[src/rtl/adrv9009_rx_dec_ctrl.sv]
// Control sequencer for the ADRV9009 RX half-band decimation chain: per-stage
// input strobes, runtime bypass reconfiguration with flush and re-prime settle.
module adrv9009_rx_dec_ctrl #(
    parameter int                    NUM_STAGES     = 3,
    parameter int                    SETTLE_SAMPLES = 32,
    parameter logic [NUM_STAGES-1:0] BYPASS_RST     = '0
) (
    input  logic                  clk,
    input  logic                  reset,
    input  logic                  in_valid,
    input  logic [NUM_STAGES-1:0] cfg_bypass,
    input  logic                  cfg_load,
    output logic [NUM_STAGES-1:0] stage_en,
    output logic [NUM_STAGES-1:0] stage_bypass,
    output logic                  stage_flush,
    output logic                  out_valid,
    output logic                  busy,
    output logic                  cfg_ack,
    output logic                  cfg_err
);

    typedef enum logic [1:0] {ST_RUN, ST_FLUSH, ST_SETTLE} state_t;

    localparam logic [7:0] SETTLE_LAST = 8'(SETTLE_SAMPLES - 1);

    state_t                state_q, state_d;
    logic [NUM_STAGES-1:0] phase_q, phase_d;
    logic [NUM_STAGES-1:0] mask_q, pend_q;
    logic [NUM_STAGES-1:0] s_in, s_out;
    logic [7:0]            cnt_q;
    logic                  from_flush_q;
    logic                  ack_q;
    logic                  settle_done;

    assign settle_done = (state_q == ST_SETTLE) && in_valid && (cnt_q == SETTLE_LAST);

    always_ff @(posedge clk or negedge reset) begin
        if (!reset) begin
            state_q <= ST_SETTLE;
        end else begin
            state_q <= state_d;
        end
    end

    always_comb begin
        state_d = state_q;
        case (state_q)
            ST_RUN:    if (cfg_load) state_d = ST_FLUSH;
            ST_FLUSH:  state_d = ST_SETTLE;
            ST_SETTLE: if (settle_done) state_d = ST_RUN;
            default:   state_d = ST_SETTLE;
        endcase
    end

    // Strobe ripples through the chain; each active stage passes every other input.
    always_comb begin
        logic strobe;
        strobe  = in_valid;
        s_in    = '0;
        s_out   = '0;
        phase_d = phase_q;
        for (int k = 0; k < NUM_STAGES; k++) begin
            s_in[k] = strobe;
            if (mask_q[k]) begin
                s_out[k]   = strobe;
                phase_d[k] = 1'b0;
            end else begin
                s_out[k]   = strobe & phase_q[k];
                phase_d[k] = phase_q[k] ^ strobe;
            end
            strobe = s_out[k];
        end
        if (state_q == ST_FLUSH) phase_d = '0;
    end

    // Input-derived outputs are also gated by reset so they read zero while it is held.
    always_comb begin
        stage_en     = s_in & {NUM_STAGES{(state_q != ST_FLUSH) && reset}};
        out_valid    = s_out[NUM_STAGES-1] && (state_q == ST_RUN);
        stage_flush  = (state_q == ST_FLUSH);
        busy         = (state_q != ST_RUN);
        cfg_err      = cfg_load && (state_q != ST_RUN) && reset;
        cfg_ack      = ack_q;
        stage_bypass = mask_q;
    end

    always_ff @(posedge clk or negedge reset) begin
        if (!reset) begin
            phase_q      <= '0;
            mask_q       <= BYPASS_RST;
            pend_q       <= BYPASS_RST;
            cnt_q        <= '0;
            from_flush_q <= 1'b0;
            ack_q        <= 1'b0;
        end else begin
            phase_q <= phase_d;
            ack_q   <= settle_done && from_flush_q;
            case (state_q)
                ST_RUN: begin
                    if (cfg_load) pend_q <= cfg_bypass;
                end
                ST_FLUSH: begin
                    mask_q       <= pend_q;
                    cnt_q        <= '0;
                    from_flush_q <= 1'b1;
                end
                ST_SETTLE: begin
                    if (in_valid) cnt_q <= cnt_q + 8'd1;
                    if (settle_done) from_flush_q <= 1'b0;
                end
                default: ;
            endcase
        end
    end

endmodule

[config.mk]
export PLATFORM = sky130hd
export DESIGN_NAME = adrv9009_rx_dec_ctrl
export DESIGN_NICKNAME = d
export VERILOG_FILES = /design/src/rtl/adrv9009_rx_dec_ctrl.sv
export SDC_FILE = /design/constraint.sdc
export NUM_CORES = 1
export LEC_CHECK = 0
export BUFFER_PORTS_ARGS = -buffer_cell sky130_fd_sc_hd__buf_2
export CAP_MARGIN = 0
export CORE_MARGIN = 5
export CORE_UTILIZATION = 45
export DETAILED_ROUTE_END_ITERATION = 16
export PLACE_DENSITY = 0.73
export SYNTH_ARGS = -nofsm -noshare
export SYNTH_HDL_FRONTEND = slang
export SYNTH_SLANG_ARGS = --single-unit
[constraint.sdc]
create_clock -name clk -period 5.81 [get_ports clk]
set_input_delay 1.4525 -clock clk [delete_from_list [all_inputs] [get_ports clk]]
set_output_delay 1.4525 -clock clk [all_outputs]
set_load 0.05 [all_outputs]
== Word level (Yosys, flattened, before mapping) ==
Index checks and enable logic that the tools add are counted.
Word-level totals
  register bits: 21
  bits of input ports: 7
  output and inout port bits: 11
  logic and storage cells: 50
Cells by class
  add/sub/neg operators: 1
  equal/unequal tests: 7
  mux-type cells: 14
  bitwise operators: 7
  reduce and logical (&&, ||, !) cells: 14
Operators by type and width (number)
  one-hot mux 8 bit (2 select lines): 1
  adder 8 x 1 -> 8 bit, second input constant: 1
  equality test 8 x 5 -> 1 bit, second input constant: 1
  two-way mux 8 bit: 1
  AND reduction 2 bit: 4
  logical AND 1 bit: 7
  two-way mux 1 bit: 7
  inequality test 2 bit, second input constant: 3
  two-way mux 2 bit: 2
  one-hot mux 2 bit (2 select lines): 1
  nonzero test 2 bit: 2
  AND 1 bit: 3
  AND 3 bit: 1
  two-way mux 3 bit: 1
  XOR 1 bit: 3
  equality test 2 x 1 -> 1 bit, second input constant: 1
  equality test 2 bit, second input constant: 1
  zero test 2 bit: 1
  inequality test 2 x 1 -> 1 bit, second input constant: 1
  one-hot mux 1 bit (2 select lines): 1

== Longest topological paths before layout ==
Gate-level depths: netlist of the first run.
  depth after elaboration: 7
  depth in mapped cells: 9
  mapped depth without buffers: 9

== Worst setup path before layout of the first run ==
No wires, ideal clock.
  path kind: input -> output
  start: input in_valid
  end: output out_valid
  arrival: 3.077 ns
  required time: 4.358 ns
  path slack: 1.280 ns
  stages on the path: 9
  buffers on the path: 0
  path through: ha_1 mux2i_1 inv_1 ha_1 nor2_1 a21oi_1 ha_1 nand2b_1 a21oi_1
Between the ends
  longest elaborated chain between the ends: 7
Ends and longest elaborated chain
  from (decl): RTL line 10  | input logic in_valid,
  AND 1 bit: RTL line 68  | s_out[k] = strobe & phase_q[k];
  two-way mux 1 bit *: RTL line 64  | if (mask_q[k]) begin
  AND 1 bit: RTL line 68
  two-way mux 1 bit *: RTL line 64
  AND 1 bit: RTL line 68
  two-way mux 1 bit *: RTL line 64
  logical AND 1 bit *: RTL line 79  | out_valid = s_out[NUM_STAGES-1] && (state_q == ST_RUN);
  to (decl): RTL line 16  | output logic out_valid,
Mark *: on every way between the ends. The rest lies on a longest branch, timed or not.

== Worst setup path in the final report of the first run ==
Ends and elaborated chain as after synthesis.

==> run_results.csv, run 1 <==
group,metric,value,unit
job,drv_cap,0,
critical_path,path_class,"primary input to primary output",
detailed_routing,drc,0,
timing,skew,3.92,ps
clocking,cts_inserted_buffers,3,
global_route,antenna_found_initial,0,
critical_path,cp_max_fo,12,
floorplan,core.rowCount,17,
global_route,grt_pass1_wl,3.87,mm
cells_and_area,area_growth,10.3,%
status,status,"finished clean",
timing,timing.final.hold_violations,0,
detailed_routing,drt_wl_total,2.13,mm
timing,setup_viol,0,
detailed_routing,postRouteAntennaNets,0,
cells_and_area,n_fill_cell,198,
critical_path,critical_path.endpoint_type,"primary output",
synthesis,syn_area,1100,µm²
floorplan,die_x,59.4,µm
detailed_routing,vias,846,
clocking,ctsHoldBuffers,0,
cells_and_area,n_antenna_cell,0,
clocking,postCtsSetupBuffers,0,
synthesis,ys_seq_elements,21,
pwr,power_density,506,nW/µm²
detailed_routing,wl_per_cell,14.1,µm
floorplan,die_area,3530,µm²
detailed_routing,drtIter0Drc,28,
global_route,grt_overflow,0,
cells_and_area,ff_latch_area,527,µm²
critical_path,startpoint_type,"primary input",
detailed_routing,dr.pass1.iters,4,
floorplan,io_pins,18,
timing,clock.fmax,0.224,GHz
timing,fin_crit,4460,ps
timing,rsz0062_at_grt,"false",
timing,worst_slew_pin_slew,509,ps
cells_and_area,drive_gt1_frac,0.220,
pwr,peakVddDrop,327,µV
floorplan,core-area,2280,µm²
hold_path,min_path_cells,2,
clocking,cts_tree,"built",
synthesis,seq_area_frac_synth,0.480,
synthesis,syn-instance-count,107,
global_route,grt_pass1_vias,798,
cells_and_area,multiInputGateArea,518,µm²
clocking,clockBufferDepth,2,
cells_and_area,layout.nets,135,
synthesis,syn_nets,118,
synthesis,yosysUniqueCellTypes,34,
synthesis,yosysWarningCount,0,
placed_design,gp_congestion,0.779,
synthesis,syn_avg_cell_area,10.3,µm²
hold_path,hold_class,"register to register",
placed_design,dp_hpwl,1.58,mm
clocking,worstSkewPairLatency,310,ps
detailed_routing,viasPerCell,5.60,
clocking,cts_resized,0,
clocking,clock-sinks,21,
timing,relSlewSlack,0.660,
critical_path,required,4360,ps
pwr,static-leakage-power,0.604,nW
timing,slew_viol_final,0,
timing,final.setup.tns,0,ps
cells_and_area,most-common-layout-cells,"20 x dfrtp_1, 17 x buf_2, 16 x nand2_1",
clocking,path_clk_slew,120,ps
floorplan,start_util,0.482,
critical_path,critPathArrivalTime,3010,ps
critical_path,r2r_cells,8,
pwr,total_power,612,µW
global_route,grt_usage,0.146,
cells_and_area,final_common_cell,"dfrtp_1",
global_route,grt_max_degree,26,
clocking,htreeDepth,1,
clocking,cts_root_buffer,"clkbuf_4",
placed_design,port_buffers,17,
floorplan,die-height,59.4,µm
timing,timing.final.crit_share,0.767,
## cells in the mapped netlist, drive strengths merged
library cell,number,area [µm²]
a21o,1,7.51
ha,4,50.1
and3,6,37.5
o2bb2ai,3,26.3
o31ai,1,7.51
nand4b,2,32.5
mux2i,2,20.0
nor3,1,10.0
mux2,4,45.0
inv,4,15.0
o311ai,1,8.76
nand2b,4,25.0
buf,5,37.5
or4b,1,10.0
nand2,16,60.1
or2,1,6.26
nor2,5,18.8
o211ai,2,15.0
nand4,4,25.0
or3,1,6.26
dfstp,1,26.3
a22o,1,8.76
a21oi,6,30.0
nand3,1,5.00
nor3b,3,22.5
and2,1,6.26
dfrtp,20,500
o41ai,1,8.76
o21ai,5,25.0
## layer usage
| metal | vias up | GRT usage | part of all wire |
|---|---|---|---|
| li1 | 416 | - | - |
| met3 | 4 | 0.0458 | 0.043 |
| met4 | 0 | 0.0388 | 0.012 |
| met5 | - | 0 | 0 |
| met1 | 414 | 0.212 | 0.49 |
| met2 | 12 | 0.207 | 0.45 |
## cell families after synthesis
logic type / synth area share
compound gates: 0.125
fa+ha+maj: 0.0456
buf+inv: 0.0479
flops: 0.480
mux: 0.0593
simple gates: 0.242
## report_power, final
| group | internal [mW] | switching (mW) |
|---|---|---|
| clock network | 0.0263 | 0.0480 |
| logic | 0.101 | 0.156 |
| registers | 0.209 | 0.0721 |
## worst max-delay path: stages
cell and delay (ps):
buf_2 200, ha_1 170, mux2i_1 90, inv_1 100
ha_1 160, nor2_1 40, a21oi_1 170, ha_1 170
nand2b_1 60, a21oi_1 130, buf_2 270
## path summary, 6_finish.rpt
check,startpoint,to,slack [ps]
setup / recovery,in_valid,out_valid,1350
hold / removal,pend_q[0],stage_bypass[0],480
setup reg to reg,phase_q[0],phase_q[2],4080
hold reg to reg,pend_q[0],stage_bypass[0],480
max in group asynchronous,reset,state_q[1],4360
min in group asynchronous,reset,cnt_q[5],1090
## state kept, by name (all words and copies together) (netlist names)
register	count
cnt_q	8
pend_q	3
state_q	2
from_flush_q	1
cfg_ack	1
stage_bypass	3
phase_q	3
## area by class of cell
cell class	instances	share of cell area
Clock inverter	1	0.00620
Timing Repair Buffer	17	0.0703
Tap cell	28	0.0290
Inverter	4	0.0124
Clock buffer	3	0.0186
Multi-Input combinational cell	77	0.428
Sequential cell	21	0.435
## stage by stage
step / cell area [µm²] / hold WS [ps] / utilization / setup slack [ps] / std cells
after floorplan: 1100 / 432 / - / 1280 / 107
after global placement: 1180 / 445 / 0.518 / 1420 / 147
after detailed placement: 1180 / 457 / 0.518 / 1340 / 147
after CTS: 1210 / 488 / 0.532 / 1340 / 151
after global routing: 1210 / 509 / 0.532 / 1200 / 151
final: 1210 / 481 / 0.532 / 1350 / 151
(Power assumes the default switching activity.)
==> inputs of run 2 (changes only) <==
PLACE_DENSITY = 0.76   (was 0.73)
clock period = 3.9 ns   (was 5.81 ns; I/O delays follow)
==> run 2 against run 1 <==
Register-to-register slack lost 2000 ps. Critical path depth stayed put. Sequential power increased by 51%. Total power up 52%. Non-clock buffer count unchanged. Clock power up 52%. First-iteration DRC count up 86%. Count of clock-buffer cells in the layout did not move. Worst setup slack worse by 1000 ps. Sequential share of layout area unchanged. Via count increased by 3.2%.
==> run_results.csv, run 2 (same netlist as run 1, synthesis figures left out) <==
group,metric,value,unit
clocking,cts_root_buffer,"clkbuf_4",
critical_path,startpoint_type,"primary input",
cells_and_area,area_growth,10.3,%
critical_path,r2r_start,"phase_q[0]",
cells_and_area,layout.nets,135,
global_route,grt_usage,0.158,
global_route,grt_pass1_vias,873,
pwr,power_density,769,nW/µm²
global_route,antenna_found_initial,0,
timing,timing.final.hold_violations,0,
clocking,clock-sinks,21,
detailed_routing,viasPerCell,5.78,
detailed_routing,wl_per_cell,15.9,µm
timing,worst_slew_pin_slew,505,ps
floorplan,die-height,59.4,µm
timing,rsz0062_at_grt,"false",
timing,timing.final.crit_share,0.921,
floorplan,start_util,0.482,
global_route,grt_overflow,0,
clocking,postCtsSetupBuffers,0,
detailed_routing,drt_wl_total,2.40,mm
pwr,seq_power_share,0.455,
pwr,p_int,503,µW
pwr,switching_share,0.460,
detailed_routing,drtIter0Drc,52,
floorplan,io_pins,18,
pwr,pwr-share-clk,0.121,
floorplan,die_x,59.4,µm
detailed_routing,vias,873,
cells_and_area,most-common-layout-cells,"20 x dfrtp_1, 17 x buf_2, 16 x nand2_1",
cells_and_area,final_common_cell,"dfrtp_1",
critical_path,r2r_cells,8,
detailed_routing,postRouteAntennaNets,0,
clocking,cts_inserted_buffers,3,
floorplan,core.rowCount,17,
pwr,static-leakage-power,0.604,nW
clocking,clockBufferDepth,2,
critical_path,critPathCapture,"out_valid",
cells_and_area,drive_gt1_frac,0.220,
critical_path,critPathArrivalTime,2620,ps
placed_design,dp_hpwl,1.72,mm
clocking,htreeDepth,1,
floorplan,core-area,2280,µm²
critical_path,cp_max_fo,12,
pwr,power.switching,427,µW
clocking,path_clk_slew,120,ps
status,status,"finished clean",
placed_design,gp_congestion,0.865,
hold_path,hold_class,"register to register",
detailed_routing,dr.pass1.iters,4,
floorplan,die_area,3530,µm²
timing,final.setup.tns,0,ps
pwr,total_power,930,µW
timing,slew_viol_final,0,
global_route,grt_max_degree,26,
job,drv_cap,0,
timing,setup_viol,0,
cells_and_area,largest_register_ff_count,8,
critical_path,reg2reg_to,"phase_q[2]",
global_route,grt_pass1_wl,4.14,mm
cells_and_area,fin_util,0.532,
detailed_routing,drc,0,
timing,skew,9.96,ps
timing,fin_crit,3590,ps
critical_path,path_class,"primary input to primary output",
clocking,cts_tree,"built",
critical_path,critPathLaunch,"in_valid",
clocking,worstSkewPairLatency,320,ps
pwr,p_comb_frac,0.424,
cells_and_area,top_register,"cnt_q",
clocking,cts_resized,0,
placed_design,port_buffers,17,
pwr,peakVddDrop,476,µV
timing,clock.fmax,0.278,GHz
clocking,ctsHoldBuffers,0,
cells_and_area,n_antenna_cell,0,
critical_path,critical_path.endpoint_type,"primary output",
critical_path,ff2ff_setup_slack,2110,ps
critical_path,required,2920,ps
timing,relSlewSlack,0.663,
==> run 2: cell counts in the layout (fill, tap and decap cells not counted) <==
No cell type changed its count.
==> run 2: critical path: stages <==
cell and delay, ps:
buf_2 200, ha_1 190, mux2i_1 100, inv_1 100, ha_1 170, nor2_1 40, a21oi_1 170, ha_1 180
nand2b_1 60, a21oi_1 150, buf_2 280
==> run 2: through the flow <==
step           hold slack, ps  setup WS, ps  cell area [µm²]  cells
2_1_floorplan             432           325             1100    107
3_3_place_gp              443           486             1180    147
3_5_place_dp              443           326             1180    147
4_1_cts                   475           323             1210    151
5_1_grt                   501           161             1210    151
6_report                  475           309             1210    151
==> run 2: worst min-delay path by stage <==
| stage | cells after the start | slack (ps) | endpoint | start |
|---|---|---|---|---|
| detailed placement | 2 | 440 | stage_bypass[0] | pend_q[0] |
| floorplan | 2 | 430 | stage_bypass[0] | pend_q[0] |
| global placement | 2 | 440 | stage_bypass[1] | pend_q[1] |
| global route | 2 | 500 | stage_bypass[0] | pend_q[0] |
| finish | 2 | 480 | stage_bypass[0] | pend_q[0] |
| CTS | 2 | 480 | stage_bypass[0] | pend_q[0] |
==> run 2: area by class of cell <==
type                       count  area [µm²]
clock buffer                   3        22.5
clock inverter                 1        7.51
inverter                       4        15.0
timing repair buffer          17        85.1
multi-input combinational     77         518
fill                         204        1070
sequential                    21         527
tap                           28        35.0
==> run 2: metal layers <==
layer	wire [µm]	GRT usage
met5	0	0
met1	1070	0.202
met4	27	0.0744
met2	1190	0.250
met3	114	0.0392
==> run 2: power by group through the flow <==
| stage | Combinational (mW) | Sequential (mW) | Clock (mW) |
|---|---|---|---|
| global route | 0.436 | 0.441 | 0.130 |
| finish | 0.394 | 0.423 | 0.113 |
| floorplan | 0.297 | 0.427 | 0 |
| global placement | 0.374 | 0.419 | 0 |
| detailed placement | 0.396 | 0.426 | 0 |
| CTS | 0.397 | 0.421 | 0.119 |
==> inputs of run 3 (changes only) <==
CAP_MARGIN = 25   (was 0)
clock period = 3.1 ns   (was 3.9 ns; I/O delays follow)
==> run 3 against run 2 <==
Core utilization increased by 1.1 points. Register-to-register slack got worse by 720 ps. Critical path depth did not move. Combinational power grew 26%. Final cell count grew 1.3%. Die area unchanged. Non-clock buffer count rose by 2. Design area up 2.1%. Critical endpoint unchanged. Worst setup slack got worse by 180 ps. Total power is 24% higher.
==> run_results.csv, run 3 (same netlist as run 1, synthesis figures left out) <==
group,metric,value,unit
status,status,"finished clean",
detailed_routing,vias,847,
timing,clock.fmax,0.337,GHz
critical_path,cp_common_cell,"ha_1",
hold_path,hold_class,"primary input to async pin",
cells_and_area,final_common_cell,"dfrtp_1",
clocking,cts_tree,"built",
clocking,cts_resized,0,
floorplan,start_util,0.482,
critical_path,timing.critical_path.slowest_cell_delay,200,ps
detailed_routing,postRouteAntennaNets,0,
cells_and_area,top_register,"cnt_q",
clocking,clockBufferDepth,2,
critical_path,cp_top_family,"adder cells",
detailed_routing,viasPerCell,5.54,
floorplan,core-area,2280,µm²
detailed_routing,dr.pass1.iters,4,
placed_design,dp_hpwl,1.65,mm
global_route,grt_overflow,0,
job,drv_cap,0,
timing,timing.final.crit_share,0.957,
cells_and_area,area_growth,12.5,%
clocking,worstSkewPairLatency,300,ps
detailed_routing,drtIter0Drc,6,
critical_path,worst-path-buf-inv,3,
cells_and_area,n_antenna_cell,0,
floorplan,die-height,59.4,µm
timing,rsz0062_at_grt,"false",
critical_path,startpoint_type,"primary input",
global_route,grt_pass1_wl,3.86,mm
cells_and_area,most-common-layout-cells,"20 x dfrtp_1, 16 x nand2_1, 16 x buf_2",
timing,final.setup.tns,0,ps
cells_and_area,drive_gt1_frac,0.240,
cells_and_area,fin_util,0.543,
clocking,path_clk_slew,120,ps
floorplan,die_area,3530,µm²
cells_and_area,largest_register_ff_count,8,
cells_and_area,layout.nets,137,
critical_path,critical_path.endpoint_type,"primary output",
clocking,htreeDepth,1,
timing,worst_slew_pin_slew,393,ps
global_route,grt_pass1_vias,856,
pwr,peakVddDrop,665,µV
global_route,grt_max_degree,15,
clocking,postCtsSetupBuffers,0,
placed_design,gp_congestion,0.771,
floorplan,io_pins,18,
critical_path,required,2320,ps
floorplan,die_x,59.4,µm
pwr,power_density,937,nW/µm²
timing,relSlewSlack,0.738,
critical_path,critPathSlowestCell,"ha_1",
pwr,static-leakage-power,0.617,nW
timing,skew,9.31,ps
clocking,clock-sinks,21,
floorplan,core.rowCount,17,
clocking,ctsHoldBuffers,0,
critical_path,path_class,"primary input to primary output",
timing,slew_viol_final,0,
global_route,antenna_found_initial,0,
global_route,grt_usage,0.144,
detailed_routing,wl_per_cell,14.7,µm
detailed_routing,drc,0,
timing,setup_viol,0,
critical_path,crit_chain,"buf_2 > ha_1 > mux2i_2 > inv_1 > ha_1 > nor2_1 > a21oi_1 > ha_1 > nand2b_1 > a21oi_2 > buf_6",
clocking,cts_inserted_buffers,3,
timing,timing.final.hold_violations,0,
critical_path,cp_max_fo,3,
pwr,total_power,1.16,mW
clocking,cts_root_buffer,"clkbuf_4",
detailed_routing,drt_wl_total,2.25,mm
critical_path,critPathArrivalTime,2190,ps
timing,fin_crit,2970,ps
placed_design,port_buffers,17,
-- run 3: changes by cell type in the layout (fill, tap and decap cells not counted), sizes merged --
cell      delta
clkbuf       +1
clkinvlp     -1
buf          +2
-- run 3: layer usage --
layer,track usage,up-vias,routed length (µm)
li1,-,420,-
met1,0.183,411,1060
met2,0.240,14,1110
met3,0.0261,2,60
met4,0.0583,0,17
met5,0,-,0
-- run 3: cell type report --
type | count | area, µm²
fillers | 191 | 1040
flip-flops and latches | 21 | 527
multi-input cells | 77 | 526
repair buffers | 19 | 106
well taps | 28 | 35.0
clock buffers | 4 | 26.3
inverters | 4 | 15.0
-- run 3: metrics by stage --
step                      instances  worst slack (ps)  instance area (µm²)  hold WS, ps
after floorplan                 107               220                 1100          432
after global placement          149               130                 1200          443
after detailed placement        149              92.5                 1200          462
after CTS                       153              88.4                 1220          308
after global routing            153              18.3                 1230          314
final                           153               132                 1230          313
-- run 3: report_power, final --
group	switching [mW]	leakage (nW)	total (mW)	internal, mW
clock network	0.0816	0.0150	0.132	0.0502
logic	0.300	0.337	0.496	0.196
registers	0.138	0.264	0.529	0.392
-- run 3: path summary, 6_finish.rpt --
check	from	end	slack (ps)	cells after the start
worst max-delay path	in_valid	out_valid	130	11
worst min-delay path	reset	stage_bypass[0]	310	1
worst max register to register	phase_q[0]	phase_q[2]	1390	8
worst min register to register	pend_q[1]	stage_bypass[1]	470	2
max in group asynchronous	reset	state_q[1]	2250	2
min in group clk	pend_q[1]	stage_bypass[1]	470	2
